### src/rtl/axi_lite_mem_bridge_v2.sv
// AXI4-Lite slave to single-port memory bridge.
// One-entry AW/W/AR buffers, round-robin R/W arbitration, error decode, timeout.
module axi_lite_mem_bridge_v2 #(
  parameter int unsigned             DATA_WIDTH     = 64,
  parameter int unsigned             ADDR_WIDTH     = 64,
  parameter logic [ADDR_WIDTH-1:0]   BASE_ADDR      = '0,
  parameter logic [ADDR_WIDTH-1:0]   ADDR_SPAN      = 64'h10000,
  parameter int unsigned             TIMEOUT_CYCLES = 256
) (
  input  logic                    clk,
  input  logic                    rstn,
  input  logic [ADDR_WIDTH-1:0]   s_awaddr,
  input  logic                    s_awvalid,
  output logic                    s_awready,
  input  logic [DATA_WIDTH-1:0]   s_wdata,
  input  logic [DATA_WIDTH/8-1:0] s_wstrb,
  input  logic                    s_wvalid,
  output logic                    s_wready,
  output logic [1:0]              s_bresp,
  output logic                    s_bvalid,
  input  logic                    s_bready,
  input  logic [ADDR_WIDTH-1:0]   s_araddr,
  input  logic                    s_arvalid,
  output logic                    s_arready,
  output logic [DATA_WIDTH-1:0]   s_rdata,
  output logic [1:0]              s_rresp,
  output logic                    s_rvalid,
  input  logic                    s_rready,
  output logic [ADDR_WIDTH-1:0]   mem_waddr,
  output logic [DATA_WIDTH-1:0]   mem_wdata,
  output logic [DATA_WIDTH/8-1:0] mem_wmask,
  output logic                    mem_wen,
  input  logic                    mem_wvalid,
  output logic [ADDR_WIDTH-1:0]   mem_raddr,
  output logic                    mem_ren,
  input  logic [DATA_WIDTH-1:0]   mem_rdata,
  input  logic                    mem_rvalid
);

  localparam int unsigned STRB_W = DATA_WIDTH / 8;
  localparam int unsigned LSB    = $clog2(STRB_W);
  localparam int unsigned TW     =
    (TIMEOUT_CYCLES > 1) ? $clog2(TIMEOUT_CYCLES + 1) : 1;
  localparam logic [TW-1:0] TLIM =
    TW'((TIMEOUT_CYCLES == 0) ? 0 : TIMEOUT_CYCLES - 1);

  typedef enum logic [1:0] {IDLE, WR_MEM, RD_MEM} state_t;

  state_t                  r_state;
  state_t                  w_state_nxt;
  logic                    r_aw_full;
  logic                    r_w_full;
  logic                    r_ar_full;
  logic [ADDR_WIDTH-1:0]   r_awaddr;
  logic [ADDR_WIDTH-1:0]   r_araddr;
  logic [DATA_WIDTH-1:0]   r_wdata;
  logic [STRB_W-1:0]       r_wstrb;
  logic                    r_bvalid;
  logic [1:0]              r_bresp;
  logic                    r_rvalid;
  logic [1:0]              r_rresp;
  logic [DATA_WIDTH-1:0]   r_rdata;
  logic                    r_rr_last_rd;
  logic [TW-1:0]           r_tcnt;

  logic                    w_wr_pend;
  logic                    w_rd_pend;
  logic                    w_sel_wr;
  logic [ADDR_WIDTH-1:0]   w_gaddr;
  logic [ADDR_WIDTH:0]     w_off;
  logic                    w_misal;
  logic                    w_oor;
  logic                    w_tmo;
  logic                    w_gnt;
  logic                    w_gnt_rd;
  logic                    w_b_set;
  logic [1:0]              w_b_resp;
  logic                    w_r_set;
  logic [1:0]              w_r_resp;
  logic                    w_r_ok;

  assign s_awready = rstn & ~r_aw_full;
  assign s_wready  = rstn & ~r_w_full;
  assign s_arready = rstn & ~r_ar_full;
  assign s_bvalid  = r_bvalid;
  assign s_bresp   = r_bresp;
  assign s_rvalid  = r_rvalid;
  assign s_rresp   = r_rresp;
  assign s_rdata   = r_rdata;
  assign mem_waddr = r_awaddr;
  assign mem_wdata = r_wdata;
  assign mem_wmask = r_wstrb;
  assign mem_raddr = r_araddr;
  assign mem_wen   = (r_state == WR_MEM);
  assign mem_ren   = (r_state == RD_MEM);

  assign w_wr_pend = r_aw_full & r_w_full & ~r_bvalid;
  assign w_rd_pend = r_ar_full & ~r_rvalid;
  assign w_sel_wr  = w_wr_pend & (~w_rd_pend | r_rr_last_rd);
  assign w_gaddr   = w_sel_wr ? r_awaddr : r_araddr;
  assign w_misal   = |w_gaddr[LSB-1:0];
  assign w_off     = {1'b0, w_gaddr} - {1'b0, BASE_ADDR};
  assign w_oor     = w_off[ADDR_WIDTH] |
                     (w_off[ADDR_WIDTH-1:0] >= ADDR_SPAN);
  assign w_tmo     = (TIMEOUT_CYCLES != 0) && (r_tcnt == TLIM);

  // FSM state register
  always_ff @(posedge clk or negedge rstn) begin
    if (!rstn) r_state <= IDLE;
    else       r_state <= w_state_nxt;
  end

  // Grant, address check, completion and timeout decisions
  always_comb begin
    w_state_nxt = r_state;
    w_gnt       = 1'b0;
    w_gnt_rd    = 1'b0;
    w_b_set     = 1'b0;
    w_b_resp    = 2'b00;
    w_r_set     = 1'b0;
    w_r_resp    = 2'b00;
    w_r_ok      = 1'b0;
    unique case (r_state)
      IDLE: begin
        if (w_wr_pend || w_rd_pend) begin
          w_gnt    = 1'b1;
          w_gnt_rd = ~w_sel_wr;
          if (w_misal || w_oor) begin
            w_b_set  = w_sel_wr;
            w_r_set  = ~w_sel_wr;
            w_b_resp = w_misal ? 2'b10 : 2'b11;
            w_r_resp = w_misal ? 2'b10 : 2'b11;
          end else begin
            w_state_nxt = w_sel_wr ? WR_MEM : RD_MEM;
          end
        end
      end
      WR_MEM: begin
        if (mem_wvalid) begin
          w_b_set     = 1'b1;
          w_state_nxt = IDLE;
        end else if (w_tmo) begin
          w_b_set     = 1'b1;
          w_b_resp    = 2'b10;
          w_state_nxt = IDLE;
        end
      end
      RD_MEM: begin
        if (mem_rvalid) begin
          w_r_set     = 1'b1;
          w_r_ok      = 1'b1;
          w_state_nxt = IDLE;
        end else if (w_tmo) begin
          w_r_set     = 1'b1;
          w_r_resp    = 2'b10;
          w_state_nxt = IDLE;
        end
      end
      default: w_state_nxt = IDLE;
    endcase
  end

  // Request buffers: load on handshake, free when the response is raised
  always_ff @(posedge clk or negedge rstn) begin
    if (!rstn) begin
      r_aw_full <= 1'b0;
      r_w_full  <= 1'b0;
      r_ar_full <= 1'b0;
      r_awaddr  <= '0;
      r_araddr  <= '0;
      r_wdata   <= '0;
      r_wstrb   <= '0;
    end else begin
      if (s_awvalid && !r_aw_full) begin
        r_aw_full <= 1'b1;
        r_awaddr  <= s_awaddr;
      end else if (w_b_set) begin
        r_aw_full <= 1'b0;
      end
      if (s_wvalid && !r_w_full) begin
        r_w_full <= 1'b1;
        r_wdata  <= s_wdata;
        r_wstrb  <= s_wstrb;
      end else if (w_b_set) begin
        r_w_full <= 1'b0;
      end
      if (s_arvalid && !r_ar_full) begin
        r_ar_full <= 1'b1;
        r_araddr  <= s_araddr;
      end else if (w_r_set) begin
        r_ar_full <= 1'b0;
      end
    end
  end

  // Response channels hold until the master's handshake
  always_ff @(posedge clk or negedge rstn) begin
    if (!rstn) begin
      r_bvalid <= 1'b0;
      r_bresp  <= 2'b00;
      r_rvalid <= 1'b0;
      r_rresp  <= 2'b00;
      r_rdata  <= '0;
    end else begin
      if (w_b_set) begin
        r_bvalid <= 1'b1;
        r_bresp  <= w_b_resp;
      end else if (r_bvalid && s_bready) begin
        r_bvalid <= 1'b0;
      end
      if (w_r_set) begin
        r_rvalid <= 1'b1;
        r_rresp  <= w_r_resp;
        r_rdata  <= w_r_ok ? mem_rdata : '0;
      end else if (r_rvalid && s_rready) begin
        r_rvalid <= 1'b0;
      end
    end
  end

  // Round-robin history and memory-wait counter
  always_ff @(posedge clk or negedge rstn) begin
    if (!rstn) begin
      r_rr_last_rd <= 1'b1;
      r_tcnt       <= '0;
    end else begin
      if (w_gnt) r_rr_last_rd <= w_gnt_rd;
      if (r_state != IDLE && w_state_nxt == r_state)
        r_tcnt <= r_tcnt + 1'b1;
      else
        r_tcnt <= '0;
    end
  end

endmodule

### config.mk
export PLATFORM = sky130hd
export DESIGN_NAME = axi_lite_mem_bridge_v2
export DESIGN_NICKNAME = d
export VERILOG_FILES = /design/src/rtl/axi_lite_mem_bridge_v2.sv
export SDC_FILE = /design/constraint.sdc
export NUM_CORES = 1
export LEC_CHECK = 0
export CORE_MARGIN = 2
export CORE_UTILIZATION = 25
export DETAILED_ROUTE_END_ITERATION = 7
export HOLD_SLACK_MARGIN = 0.03
export SLEW_MARGIN = 20
export SYNTH_ARGS = -nofsm -noshare
export SYNTH_HDL_FRONTEND = slang
export SYNTH_SLANG_ARGS = --single-unit
### constraint.sdc
create_clock -name clk -period 2.8 [get_ports clk]
set_input_delay 0.28 -clock clk [delete_from_list [all_inputs] [get_ports clk]]
set_output_delay 0.28 -clock clk [all_outputs]
set_load 0.05 [all_outputs]
== After elaboration in Yosys (flattened, before gate mapping) ==
Index checks and enable logic that the tools add are counted.
Storage, ports and cells
  flip-flop bits (word level): 285
  bits in latches: 0
  RAM bits: 0
  memory bits (read-only): 0
  bits of input ports: 273
  output and inout bits: 275
  logic and storage cells: 97
  memories kept: 0
Cells by class
  add/subtract/negate cells: 1
  $mul: 0
  divide/modulo/power cells: 0
  order comparisons: 1
  eq/ne operators: 4
  shift operators: 0
  mux-type cells: 42
  bitwise gates (word level): 15
  reductions and logical operators: 19
Operator list (count)
  $mux W64: 2
  $ge A64 B17 Y1 const B: 1
  $mux W1: 23
  $mux W2: 11
  $reduce_bool A2 Y1: 6
  $add A9 B1 Y9 const B: 1
  $eq A9 B8 Y1 const B: 1
  $mux W9: 1
  $pmux W2 S2: 2
  $and A1 B1 Y1: 7
  $not A1 Y1: 7
  $logic_and A1 B1 Y1: 6
  $pmux W2 S3: 1
  $pmux W1 S2: 2
  $logic_not A1 Y1: 3
  $reduce_or A3 Y1: 1
  $eq A2 B1 Y1 const B: 1
  $eq A2 B2 Y1: 1
  $eq A2 B2 Y1 const B: 1
  $logic_not A2 Y1: 1
  $logic_or A1 B1 Y1: 2
  $or A1 B1 Y1: 1

== Depth between registers and ports, before layout ==
  depth after elaboration: 14
  gate-level depth with buffers: 11
  mapped depth without buffers: 9

== Worst setup path before layout ==
No wires, ideal clock.
  path kind: reg-to-reg
  start point: register r_bvalid (netlist: s_bvalid)
  end point: register r_bresp[0] (netlist: s_bresp[0])
  library setup time: 0.125 ns
  arrival: 2.187 ns
  required time: 2.675 ns
  setup slack: 0.488 ns
  stages on the path, launching flop included: 7
  path buffers: 0
  clock period less this slack: 2.312 ns
  cells stage by stage: dfrtp_1 -> nand3b_1 -> o21ba_2 -> mux2_4 -> a211o_1 -> a21o_1 -> mux2_4
Between the ends
  longest elaborated chain between the ends: 9
  elaborated cells on any way between the ends: 15
  classes of those cells: order compare: 1; mux: 8; bitwise: 3; reduce/logical: 3
RTL lines
  start: declaration: RTL line 58  | logic r_bvalid;
  start signal: assignment: RTL line 199  | r_bvalid <= 1'b0;
  start signal: assignment: RTL line 206  | r_bvalid <= 1'b1;
  start signal: assignment: RTL line 209  | r_bvalid <= 1'b0;
  $not A1 Y1 (*): RTL line 97  | assign w_wr_pend = r_aw_full & r_w_full & ~r_bvalid;
  $and A1 B1 Y1 (*): RTL line 97
  $and A1 B1 Y1: RTL line 99  | assign w_sel_wr = w_wr_pend & (~w_rd_pend | r_rr_last_rd);
  $mux W64: RTL line 100  | assign w_gaddr = w_sel_wr ? r_awaddr : r_araddr;
  $ge A64 B17 Y1 or $reduce_or A3 Y1 (tied branches): RTL line 104, 101
  $logic_or A1 B1 Y1 or $mux W1 (tied branches): RTL line 128, 131
  $mux W2 or $mux W1 (tied branches): RTL line 128  | if (w_misal || w_oor) begin
  $mux W2 or $mux W1 (tied branches): RTL line 125  | if (w_wr_pend || w_rd_pend) begin
  $pmux W2 S2 or $pmux W1 S2 (tied branches): RTL line 123  | unique case (r_state)
  end signal: assignment: RTL line 207  | r_bresp <= w_b_resp;
  end: declaration: RTL line 59  | logic [1:0] r_bresp;
Mark *: on every way between the ends. The rest lies on a longest branch, timed or not.
A chain may end at the register's enable or synchronous reset.

== Worst setup path after layout ==
  start point: register r_w_full
  end point: register r_rdata[25] (netlist: s_rdata[25])
Between the ends
  longest elaborated chain between the ends: 9
  elaborated cells on any way between the ends: 12
  classes of those cells: order compare: 1; mux: 4; bitwise: 4; reduce/logical: 3
RTL lines
  start: declaration: RTL line 52  | logic r_w_full;
  start signal: assignment: RTL line 167  | r_w_full <= 1'b0;
  start signal: assignment: RTL line 181  | r_w_full <= 1'b1;
  start signal: assignment: RTL line 185  | r_w_full <= 1'b0;
  $and A1 B1 Y1 (*) (2 in series): RTL line 97
  $and A1 B1 Y1: RTL line 99
  $mux W64: RTL line 100
  $ge A64 B17 Y1 or $reduce_or A3 Y1 (tied branches): RTL line 104, 101
  $logic_or A1 B1 Y1: RTL line 128
  $mux W1: RTL line 128
  $mux W1 (*): RTL line 125
  $pmux W1 S2 (*): RTL line 123
  end signal: assignment: RTL line 214  | r_rdata <= w_r_ok ? mem_rdata : '0;
  end: declaration: RTL line 62  | logic [DATA_WIDTH-1:0] r_rdata;
Marks and branches as above.

==> flow_metrics.env <==
export IMPL_yosysMostFrequentCell="dfrtp_1"
export IMPL_port_buffers=547
export IMPL_reg2reg_depth=8
export IMPL_ys_ff_latch=285
export IMPL_hpwl_um=26800
export IMPL_grt_use_total_pct=15.5
export IMPL_wl_per_cell_um=19.1
export IMPL_final_nets=1542
export IMPL_dieArea_um2=45000
export IMPL_ir_worst_vdd_mv=0.819
export IMPL_post_cts_resized=0
export IMPL_cts_buffers=35
export IMPL_grt_overflow_total=0
export IMPL_htree_levels=2
export IMPL_period_minus_slack_ns=2.54
export IMPL_cp_end_kind="flop"
export IMPL_area_growth_pct=70.0
export IMPL_nFillCells=3981
export IMPL_synth_area_leader_cell="dfrtp_1"
export IMPL_leakage_uw=0.00757
export IMPL_first_pass_iters=4
export IMPL_hp_class="primary input to asynchronous set/reset pin"
export IMPL_ys_seq_area_share_pct=65.8
export IMPL_multi_input_area_um2=3550
export IMPL_seq_area_um2=7130
export IMPL_syn_area_per_cell_um2=15.6
export IMPL_antenna_found_initial=1
export IMPL_critical_path_required_ns=3.26
export IMPL_synthCells=697
export IMPL_fin_setup_tns_ns=0
export IMPL_clk_latency_ns=0.54
export IMPL_ys_warnings_count=0
export IMPL_total_power_uw=24000
export IMPL_ant_nets=0
export IMPL_dr_first_iter_drc_count=318
export IMPL_synth_top_area_share_pct=65.6
export IMPL_vias=8154
export IMPL_max_freq_mhz=393
export IMPL_pin_count=548
export IMPL_worstPathArrival_ns=3.01
export IMPL_ys_flop_type="dfrtp_1"
export IMPL_ys_async_sr_fraction_pct=100
export IMPL_fin_crit_sh_pct=90.8
export IMPL_cts_buffer_depth=3
export IMPL_cts_root_buffer="clkbuf_16"
export IMPL_gp_congestion=0.802
export IMPL_row_count=76
export IMPL_antenna_cells=0
export IMPL_start_util_pct=25.2
export IMPL_synth_nets=972
export IMPL_yosys_top_cells_count="dfrtp_1 (284), mux2_2 (200), a22o_1 (66), clkbuf_1 (27), nor4_1 (24)"
export IMPL_worst_pin_slew_ns=0.829
export IMPL_die_x_um=212
export IMPL_grt_pass1_vias=8767
export IMPL_setup_viol=0
export IMPL_path_max_fanout=28
export IMPL_rsz0062_at_grt="false"
export IMPL_drv_slew=0
export IMPL_max_cap_viol_count=0
export IMPL_status="completed"
export IMPL_clk_pin_slew_worst_paths_ns=0.06
export IMPL_grt_first_pass_wirelength_um=53100
export IMPL_yosysUniqueCellTypes=37
export IMPL_grt_max_degree=138
export IMPL_coreArea_um2=43000
export IMPL_final_layout_size_suffix_gt1_share_pct=22.5
export IMPL_start_kind="flop"
export IMPL_cts_sinks=285
export IMPL_wl_um=35900
export IMPL_drc=0
export IMPL_die_h_um=212
export IMPL_worstSetupPathType="flop to flop"
export IMPL_avgViaCountPerCell=4.34
export IMPL_finalClockSkew_ns=0.0211
export IMPL_power_density_nw_per_um2=1300
export IMPL_synthTopCellsByArea="dfrtp_1 (66%), mux2_2 (21%), a22o_1 (5.3%)"
export IMPL_hold_viol_final=0
export IMPL_syn_area_um2=10800
export IMPL_relSlewSlack_pct=44.7
export IMPL_cts_tree="built"
export IMPL_synth_edf_count=0
repair_timing:
| item | 4_1_cts | 5_1_grt |
|---|---|---|
| setup buffers | 0 | 1 |
| hold buffers | 1 | 0 |
| hold endpoints to repair | 24 | 0 |
| setup endpoints to repair | 0 | 40 |
metrics by stage:
stage	utilization, %	setup slack, ns	hold slack, ns	std cells	area, um2
3_5_place_dp	40.0	0.0785	0.136	1813	17200
6_report	42.9	0.257	0.174	1877	18400
3_3_place_gp	40.0	0.107	0.138	1813	17200
5_1_grt	42.9	0.124	0.161	1877	18400
2_1_floorplan	-	0.488	-0.0156	697	10800
4_1_cts	42.8	0.0489	0.130	1876	18400
power by group:
part | switching [uW] | total, uW | internal (uW) | leakage [uW]
combinational | 7790 | 12500 | 4720 | 0.00347
clock | 1800 | 4690 | 2890 | 0.000587
sequential | 1090 | 6770 | 5690 | 0.00351
final timing paths:
check | start | end | slack [ns]
max | r_w_full | s_rdata[25] | 0.26
min | rstn | mem_raddr[55] | 0.17
max reg2reg | r_w_full | s_rdata[25] | 0.26
min reg2reg | r_tcnt[0] | r_tcnt[0] | 0.49
max in group asynchronous | rstn | s_rdata[0] | 1.55
min in group clk | s_rready | s_rvalid | 0.31
cell usage in the layout (no fill, tap or decap), drive strengths merged, types with 4 or more instances in the layout:
cell type,n
nor2,14
nand2,5
nor4,26
o21ai,4
inv,7
clkdlybuf4s50,545
dfrtp,284
clkinv,7
clkbuf,49
nor2b,9
buf,23
a21o,5
nand4,7
mux2,203
a22o,66
nor3,4
bufinv,4
cells by family after synthesis:
logic type	after synthesis	synth area share [%]
AOI/OAI and AO/OA	85	6.67
xor gates and xnor gates	6	0.485
adders and majority gates	2	0.231
buffers and inverters	42	1.71
DFF	285	65.8
muxes	203	21.2
and+or+nand+nor	74	3.91
sequential cells by signal, summed over array words and instances (netlist names), 2 cells and up:
register / count
r_tcnt: 9
mem_raddr: 64
s_rresp: 2
r_state: 2
mem_waddr: 64
mem_wdata: 64
s_bresp: 2
s_rdata: 64
mem_wmask: 8
worst max-delay path, cell delays in order, from the launching register on:
cell,delay [ns]
dfrtp_1,0.46
nand3b_1,0.24
o21ba_2,0.26
nor4_2,0.58
o21ai_2,0.19
a21oi_4,0.20
buf_12,0.16
buf_12,0.18
a22o_1,0.16
cell type report:
type	instances	area share, %
Clock inverter	13	1.01
Multi-Input combinational cell	370	19.2
Sequential cell	285	38.7
Tap cell	585	3.97
Timing Repair Buffer	569	31.5
Inverter	6	0.122
Clock buffer	49	5.48
per-layer routing:
layer  vias to the layer above  GRT usage [%]  wire (um)
met2                       315           25.5      17200
met4                         2           4.61        752
met1                      4076           18.9      14800
met3                        53           5.75       3200
met5                         -              0         13
li1                       3708              -          -
No activity file was read; power rests on OpenSTA's default activity.
